### src/rtl/dvs_ravens_pkg.sv
// dvs_ravens_pkg: shared DVS sensor constants and types.
//   DVS_X_ADDR_BITS / DVS_Y_ADDR_BITS : pixel address widths
//   TIMESTAMP_US_BITS                 : microsecond timestamp width
//   dvs_event_t                       : packed {x, y, ts, pol} event record
//   dvs_port_e                        : camera port identifier
package dvs_ravens_pkg;

  localparam int DVS_X_ADDR_BITS   = 9;
  localparam int DVS_Y_ADDR_BITS   = 9;
  localparam int TIMESTAMP_US_BITS = 32;

  typedef struct packed {
    logic [DVS_X_ADDR_BITS-1:0]   x;
    logic [DVS_Y_ADDR_BITS-1:0]   y;
    logic [TIMESTAMP_US_BITS-1:0] ts;
    logic                         pol;
  } dvs_event_t;

  typedef enum logic {
    PORT_LEFT  = 1'b0,
    PORT_RIGHT = 1'b1
  } dvs_port_e;

endpackage

### src/rtl/dvs_event_arbiter_if.sv
// dvs_event_arbiter_if: event input/output bundle of the two-camera arbiter.
//   in_new_event[p], in_event_x/y/ts/pol[p] : per-port event strobe + fields
//   out_valid/out_ready                     : merged-event handshake
//   out_x/out_y/out_ts/out_pol/out_src      : merged event, out_src = port
// Modports: slave = arbiter side, master = event source / sink side.
interface dvs_event_arbiter_if;
  import dvs_ravens_pkg::*;

  logic [1:0]                   in_new_event;
  logic [DVS_X_ADDR_BITS-1:0]   in_event_x   [2];
  logic [DVS_Y_ADDR_BITS-1:0]   in_event_y   [2];
  logic [TIMESTAMP_US_BITS-1:0] in_event_ts  [2];
  logic                         in_event_pol [2];

  logic                         out_valid;
  logic                         out_ready;
  logic [DVS_X_ADDR_BITS-1:0]   out_x;
  logic [DVS_Y_ADDR_BITS-1:0]   out_y;
  logic [TIMESTAMP_US_BITS-1:0] out_ts;
  logic                         out_pol;
  logic                         out_src;

  modport slave (
    input  in_new_event, in_event_x, in_event_y, in_event_ts, in_event_pol,
    input  out_ready,
    output out_valid, out_x, out_y, out_ts, out_pol, out_src
  );

  modport master (
    output in_new_event, in_event_x, in_event_y, in_event_ts, in_event_pol,
    output out_ready,
    input  out_valid, out_x, out_y, out_ts, out_pol, out_src
  );

endinterface

### src/rtl/dvs_event_arbiter_fifo.sv
// dvs_event_fifo: per-port synchronous event FIFO.
//   clk, rst_n : clock, synchronous active-low reset (empties the FIFO)
//   push, din  : write request/data; ignored when full before the edge
//   pop, dout  : read request; dout is the head entry (combinational)
//   full, empty: status from the pointer pair
// Pointers carry one extra wrap bit so full and empty are distinguishable.
module dvs_event_fifo
  import dvs_ravens_pkg::*;
#(
  parameter int unsigned DEPTH = 4
) (
  input  logic       clk,
  input  logic       rst_n,
  input  logic       push,
  input  logic       pop,
  input  dvs_event_t din,
  output dvs_event_t dout,
  output logic       full,
  output logic       empty
);

  localparam int unsigned AW = $clog2(DEPTH);

  logic [AW:0] wr_ptr_q, wr_ptr_d;
  logic [AW:0] rd_ptr_q, rd_ptr_d;
  dvs_event_t  mem_q [DEPTH];
  logic        push_ok;
  logic        pop_ok;

  assign full  = (wr_ptr_q[AW] != rd_ptr_q[AW]) &&
                 (wr_ptr_q[AW-1:0] == rd_ptr_q[AW-1:0]);
  assign empty = (wr_ptr_q == rd_ptr_q);

  assign push_ok = push && !full;
  assign pop_ok  = pop && !empty;
  assign dout    = mem_q[rd_ptr_q[AW-1:0]];

  always_comb begin
    wr_ptr_d = wr_ptr_q + {{AW{1'b0}}, push_ok};
    rd_ptr_d = rd_ptr_q + {{AW{1'b0}}, pop_ok};
  end

  always_ff @(posedge clk) begin
    if (!rst_n) begin
      wr_ptr_q <= '0;
      rd_ptr_q <= '0;
    end else begin
      wr_ptr_q <= wr_ptr_d;
      rd_ptr_q <= rd_ptr_d;
    end
  end

  // Storage needs no reset: contents are only visible through the pointers.
  always_ff @(posedge clk) begin
    if (rst_n && push_ok) begin
      mem_q[wr_ptr_q[AW-1:0]] <= din;
    end
  end

endmodule

### src/rtl/dvs_event_arbiter.sv
// dvs_event_arbiter: merges left (port 0) and right (port 1) DVS event
// streams into one registered valid/ready output with round-robin fairness.
//   clk, rst_n     : clock, synchronous active-low reset
//   bus (slave)    : per-port event strobes/fields in, merged event out
//   drop_count_0/1 : per-port count of events lost to a full FIFO
// FIFO_DEPTH: per-port FIFO depth, power of two in 2..16.
// Build option: define DVS_ARB_DROP_CNT_EN to enable saturating drop
// counters; otherwise both counts are tied to zero and no flops exist.
module dvs_event_arbiter
  import dvs_ravens_pkg::*;
#(
  parameter int unsigned FIFO_DEPTH = 4
) (
  input  logic                 clk,
  input  logic                 rst_n,
  dvs_event_arbiter_if.slave   bus,
  output logic [15:0]          drop_count_0,
  output logic [15:0]          drop_count_1
);

  dvs_event_t fifo_din  [2];
  dvs_event_t fifo_dout [2];
  logic [1:0] push;
  logic [1:0] pop;
  logic [1:0] full;
  logic [1:0] empty;

  for (genvar p = 0; p < 2; p++) begin : g_port
    assign fifo_din[p] = '{x:   bus.in_event_x[p],
                           y:   bus.in_event_y[p],
                           ts:  bus.in_event_ts[p],
                           pol: bus.in_event_pol[p]};
    assign push[p] = bus.in_new_event[p] && !full[p];

    dvs_event_fifo #(
      .DEPTH (FIFO_DEPTH)
    ) u_fifo (
      .clk   (clk),
      .rst_n (rst_n),
      .push  (push[p]),
      .pop   (pop[p]),
      .din   (fifo_din[p]),
      .dout  (fifo_dout[p]),
      .full  (full[p]),
      .empty (empty[p])
    );
  end

  logic       out_valid_q, out_valid_d;
  dvs_event_t out_ev_q,    out_ev_d;
  dvs_port_e  out_src_q,   out_src_d;
  dvs_port_e  last_grant_q, last_grant_d;
  dvs_port_e  grant;
  logic       out_free;
  logic       any_ready;

  always_comb begin
    out_free  = !out_valid_q || bus.out_ready;
    any_ready = !empty[0] || !empty[1];

    // Contention goes to the port that did not win last time.
    if (!empty[0] && !empty[1]) begin
      grant = (last_grant_q == PORT_LEFT) ? PORT_RIGHT : PORT_LEFT;
    end else if (!empty[0]) begin
      grant = PORT_LEFT;
    end else begin
      grant = PORT_RIGHT;
    end

    pop          = '0;
    out_valid_d  = out_valid_q;
    out_ev_d     = out_ev_q;
    out_src_d    = out_src_q;
    last_grant_d = last_grant_q;

    if (out_free) begin
      out_valid_d = any_ready;
      if (any_ready) begin
        if (grant == PORT_LEFT) begin
          pop[0]   = 1'b1;
          out_ev_d = fifo_dout[0];
        end else begin
          pop[1]   = 1'b1;
          out_ev_d = fifo_dout[1];
        end
        out_src_d    = grant;
        last_grant_d = grant;
      end
    end
  end

  always_ff @(posedge clk) begin
    if (!rst_n) begin
      out_valid_q  <= 1'b0;
      out_ev_q     <= '0;
      out_src_q    <= PORT_LEFT;
      last_grant_q <= PORT_RIGHT;
    end else begin
      out_valid_q  <= out_valid_d;
      out_ev_q     <= out_ev_d;
      out_src_q    <= out_src_d;
      last_grant_q <= last_grant_d;
    end
  end

  assign bus.out_valid = out_valid_q;
  assign bus.out_x     = out_ev_q.x;
  assign bus.out_y     = out_ev_q.y;
  assign bus.out_ts    = out_ev_q.ts;
  assign bus.out_pol   = out_ev_q.pol;
  assign bus.out_src   = out_src_q;

`ifdef DVS_ARB_DROP_CNT_EN
  logic [15:0] drop_cnt_q [2];
  logic [15:0] drop_cnt_d [2];

  always_comb begin
    for (int unsigned p = 0; p < 2; p++) begin
      drop_cnt_d[p] = drop_cnt_q[p];
      if (bus.in_new_event[p] && full[p] && (drop_cnt_q[p] != 16'hFFFF)) begin
        drop_cnt_d[p] = drop_cnt_q[p] + 16'd1;
      end
    end
  end

  always_ff @(posedge clk) begin
    if (!rst_n) begin
      drop_cnt_q[0] <= '0;
      drop_cnt_q[1] <= '0;
    end else begin
      drop_cnt_q[0] <= drop_cnt_d[0];
      drop_cnt_q[1] <= drop_cnt_d[1];
    end
  end

  assign drop_count_0 = drop_cnt_q[0];
  assign drop_count_1 = drop_cnt_q[1];
`else
  assign drop_count_0 = '0;
  assign drop_count_1 = '0;
`endif

endmodule

### src/flat_wrapper.sv
// flat-port wrapper written by rule: the top's interface ports become plain ports
module dvs_event_arbiter_flat import dvs_ravens_pkg::*;
#(
  parameter int unsigned FIFO_DEPTH = 4
)
  (clk, rst_n, drop_count_0, drop_count_1, bus_in_new_event, bus_in_event_x, bus_in_event_y, bus_in_event_ts, bus_in_event_pol, bus_out_ready, bus_out_valid, bus_out_x, bus_out_y, bus_out_ts, bus_out_pol, bus_out_src);
  dvs_event_arbiter_if bus_i ();
  input  logic clk;
  input  logic rst_n;
  output logic [15:0] drop_count_0;
  output logic [15:0] drop_count_1;
  input wire logic [$bits(bus_i.in_new_event)-1:0] bus_in_new_event;
  input wire logic [$bits(bus_i.in_event_x)-1:0] bus_in_event_x;
  input wire logic [$bits(bus_i.in_event_y)-1:0] bus_in_event_y;
  input wire logic [$bits(bus_i.in_event_ts)-1:0] bus_in_event_ts;
  input wire logic [$bits(bus_i.in_event_pol)-1:0] bus_in_event_pol;
  input wire logic [$bits(bus_i.out_ready)-1:0] bus_out_ready;
  output wire logic [$bits(bus_i.out_valid)-1:0] bus_out_valid;
  output wire logic [$bits(bus_i.out_x)-1:0] bus_out_x;
  output wire logic [$bits(bus_i.out_y)-1:0] bus_out_y;
  output wire logic [$bits(bus_i.out_ts)-1:0] bus_out_ts;
  output wire logic [$bits(bus_i.out_pol)-1:0] bus_out_pol;
  output wire logic [$bits(bus_i.out_src)-1:0] bus_out_src;
  assign bus_i.in_new_event = bus_in_new_event;
  assign bus_i.in_event_x = {>>{bus_in_event_x}};
  assign bus_i.in_event_y = {>>{bus_in_event_y}};
  assign bus_i.in_event_ts = {>>{bus_in_event_ts}};
  assign bus_i.in_event_pol = {>>{bus_in_event_pol}};
  assign bus_i.out_ready = bus_out_ready;
  assign bus_out_valid = bus_i.out_valid;
  assign bus_out_x = bus_i.out_x;
  assign bus_out_y = bus_i.out_y;
  assign bus_out_ts = bus_i.out_ts;
  assign bus_out_pol = bus_i.out_pol;
  assign bus_out_src = bus_i.out_src;
  dvs_event_arbiter #(.FIFO_DEPTH(FIFO_DEPTH)) u_core (.clk(clk), .rst_n(rst_n), .bus(bus_i), .drop_count_0(drop_count_0), .drop_count_1(drop_count_1));
endmodule
### config.mk
export PLATFORM = sky130hd
export DESIGN_NAME = dvs_event_arbiter_flat
export DESIGN_NICKNAME = d
export VERILOG_FILES = /design/src/rtl/dvs_ravens_pkg.sv /design/src/rtl/dvs_event_arbiter_if.sv /design/src/rtl/dvs_event_arbiter_fifo.sv /design/src/rtl/dvs_event_arbiter.sv /design/src/flat_wrapper.sv
export SDC_FILE = /design/constraint.sdc
export NUM_CORES = 1
export LEC_CHECK = 0
export ABC_CLOCK_PERIOD_IN_PS = 4460
export CORE_UTILIZATION = 53
export CTS_BUF_LIST = sky130_fd_sc_hd__clkbuf_2 sky130_fd_sc_hd__clkbuf_4 sky130_fd_sc_hd__clkbuf_8
export CTS_CLUSTER_SIZE = 28
export DETAILED_ROUTE_END_ITERATION = 6
export GPL_TIMING_DRIVEN = 0
export PLACE_DENSITY = 0.78
export SLEW_MARGIN = 0
export SYNTH_ARGS = -nofsm -noshare
export SYNTH_HDL_FRONTEND = slang
export SYNTH_HIERARCHICAL = 1
export SYNTH_SLANG_ARGS = --single-unit
### constraint.sdc
create_clock -name clk -period 4.46 [get_ports clk]
set_input_delay 0.892 -clock clk [delete_from_list [all_inputs] [get_ports clk]]
set_output_delay 0.892 -clock clk [all_outputs]
set_load 0.01 [all_outputs]
==> flow_metrics.tcl <==
set metrics [dict create \
    status "complete, no violations" \
    drt_iter0_markers 656 \
    htree_levels 3 \
    finClkSkew_ns 0.03521 \
    ir_drop_v 0.0002812 \
    cp.depth 7 \
    grt_use_met2_pct 38.25 \
    post_cts_buffers 0 \
    antenna_found_initial 4 \
    final_common_cell "edfxtp_1" \
    combPwrFrac_pct 29.4 \
    clkLatencyLatePin_ns 0.61 \
    p_per_area_mw_per_mm2 561.8 \
    synthTopCellsByArea "edfxtp_1 66%, mux4_2 12%, dfxtp_1 7.1%" \
    nets 1345 \
    synthToLayoutAreaGrowth_pct 23.66 \
    slew_viol_final 0 \
    detail_route.wl_per_cell_um 23.05 \
    grt_overflow_total 0 \
    crit_chain "buf_2 -> xnor2_1 -> and3_1 -> nor2b_1 -> nand4b_1 -> a31oi_4 -> buf_16" \
    finalHoldViolCount 0 \
    startpoint "u_core/g_port[1].u_fifo/rd_ptr_q[1]" \
    core_area_mm2 0.03446 \
    clkPwrFrac_pct 29.2 \
    busiest_layer "met2" \
    path_class "register to register" \
    hp-class "register to register" \
    gp_congestion 0.7720 \
    grt_pass1_wl_mm 60.69 \
    tightest_slew_ns 1.036 \
    vias 9926 \
    syn_avg_cell_area_um2 19.62 \
    rows 68 \
    ys_ff_latch 474 \
    die-area_mm2 0.03577 \
    totalWireLength_mm 40.35 \
    drive_gt1_share_pct 29.64 \
    vias_per_cell 5.672 \
    ant_nets 0 \
    critPathLaunchType "register" \
    synth-seq-area-share_pct 73.13 \
    drv_cap 0 \
    cts_max_path_buffers 3 \
    synthDominantCellAreaShare_pct 66.01 \
    grt_usage_pct 23.15 \
    io_pins 192 \
    crit_buf_inv 2 \
    cp-end-kind "register" \
    cp_top_family "compound AO/OA/AOI/OAI gates" \
    place_area_mm2 0.02137 \
    p_sw_mw 3.829 \
    dp_hpwl_mm 26.84 \
    stdcell_area_mm2 0.02295 \
    slew_headroom_pct 30.68 \
    initial_core_util_pct 53.86 \
    grt_max_degree 24 \
    seqPwrFrac_pct 41.4 \
    synth-edff-count 408 \
    max_stage_delay_ns 0.86 \
    cts.sinks 474 \
    use_met3_pct 5.505 \
    timing.hold.ws_ns 0.5396 \
    io_buffers 159 \
    fmax_mhz 302.1 \
    die_h_um 189.1 \
    clkTransAtPathRegs_ns 0.06 \
    grt_pass1_vias 10230 \
    power.internal_mw 9.066 \
    cts_made_buffers 75 \
    cp_max_fo 19 \
    cp.required_ns 4.74 \
    clockRootBuffer "clkbuf_8" \
    syn-cell-area_mm2 0.01856 \
    rsz0062_at_grt "false" \
    swShare_pct 29.69 \
    reg2reg_slack_ns 1.15 \
    min_period_ns 3.310 \
    async_flop_share_pct 0 \
    drc_errors 0 \
    cts_tree "done" \
    cts_resized 0 \
    yosysWarnings 6 \
    ff2ff_path_depth 7 \
    min_period_over_period_pct 74.22 \
    grtUsageMet1_pct 30.16 \
    holdCritStartpoint "u_core/bus.out_x[1]" \
    synth_largest_area_cell "edfxtp_1" \
    p_leak_nw 7.683 \
    cp.arrival_ns 3.59 \
    slowest_stage "a31oi_4" \
    r2r_start "u_core/g_port[1].u_fifo/rd_ptr_q[1]" \
    final_cell_mix "408 x edfxtp_1, 159 x clkdlybuf4s50_1, 102 x nand2_1" \
    ctsHoldBuffers 0 \
    rr_endpoint "u_core/g_port[1].u_fifo/mem_q[2][26]" \
    ys_types 37 \
    setup_viol 0 \
    cp-endpoint "u_core/g_port[1].u_fifo/mem_q[2][26]" \
    ys.flop_type "edfxtp_1" \
    dr.pass1.iters 5 \
    synth_cells 946 \
    die_x_um 189.1 \
]
logic make-up after synthesis:
kind of cell	after synthesis	share of synthesized area [%]
DFF	474	73.13
adders and majority gates	8	0.5393
AOI/OAI and AO/OA	121	5.912
buffers and inverters	91	4.004
xor gates and xnor gates	15	0.7078
other	1	0.02020
and+or+nand+nor	134	3.209
muxes	102	12.48
metrics by stage:
step                setup TNS, ns  std cells  util [%]  power [mW]  worst slack [ns]
floorplan                       0        977         -       7.925           0.04545
global placement         -1185.66       1591     60.47       9.102            -3.024
global route                    0       1748     66.59       13.48             1.045
finish                          0       1750     66.61       12.90             1.150
detailed placement              0       1608     62.03       9.237            0.8469
CTS                             0       1747     66.59       13.01             1.213
worst reg2reg max path, cell delays in order (launching register included):
cell and delay (ns):
dfxtp_1 0.34, buf_2 0.34, xnor2_1 0.38, and3_1 0.29, nor2b_1 0.30, nand4b_1 0.22
a31oi_4 0.86, buf_16 0.26
power by group through the flow:
stage	clock [mW]	sequential, mW	combinational, mW
6_report	3.77	5.34	3.79
3_3_place_gp	0	5.44	3.66
4_1_cts	3.84	5.34	3.82
5_1_grt	4.06	5.36	4.06
2_1_floorplan	0	5.46	2.47
3_5_place_dp	0	5.42	3.81
metal layers:
layer  vias to the layer above  share of wire, %  routed length [µm]
met5                         -             0.055                  22
met4                         4               2.5                1023
met3                        73               7.2                2887
met2                       378                50               20000
met1                      5094                41               16410
li1                       4377                 -                   -
cell usage after synthesis, drive strengths merged, types with 3 or more instances:
cell type / n
edfxtp: 408
nand2: 103
mux4: 102
buf: 83
dfxtp: 66
a21oi: 53
a311oi: 51
and2: 12
a31oi: 10
xor2: 10
ha: 8
clkbuf: 6
xnor2: 5
nand4b: 4
nor3: 4
nor2b: 3
o31a: 3
final cells by class:
type	count	area, µm²
Clock inverter	25	183.9
Sequential cell	474	13570
Tap cell	455	569.3
Fill cell	2277	11510
Timing Repair Buffer	176	2007
Clock buffer	114	1388
Antenna cell	3	7.507
Buffer	89	735.7
Inverter	2	7.507
Multi-Input combinational cell	412	4481
state kept, by name (all words and copies together) (netlist names):
signal                         count
u_core/g_port.u_fifo/mem_q       408
u_core/bus.out_ts                 32
u_core/bus.out_x                   9
u_core/bus.out_y                   9
u_core/g_port.u_fifo/rd_ptr_q      6
u_core/g_port.u_fifo/wr_ptr_q      6
u_core/bus.out_pol                 1
u_core/bus.out_src                 1
u_core/bus.out_valid               1
u_core/last_grant_q                1
worst min-delay path by stage:
| stage | cells past startpoint | end | slack, ns |
|---|---|---|---|
| 3_5_place_dp | 2 | u_core/bus.out_x[3] | 0.53 |
| 4_1_cts | 2 | u_core/bus.out_x[3] | 0.54 |
| 2_1_floorplan | 2 | u_core/bus.out_src | 0.52 |
| 6_report | 2 | u_core/bus.out_x[1] | 0.54 |
| 3_3_place_gp | 2 | u_core/bus.out_x[2] | 0.52 |
| 5_1_grt | 2 | u_core/bus.out_x[1] | 0.57 |
(Power assumes the default switching activity.)
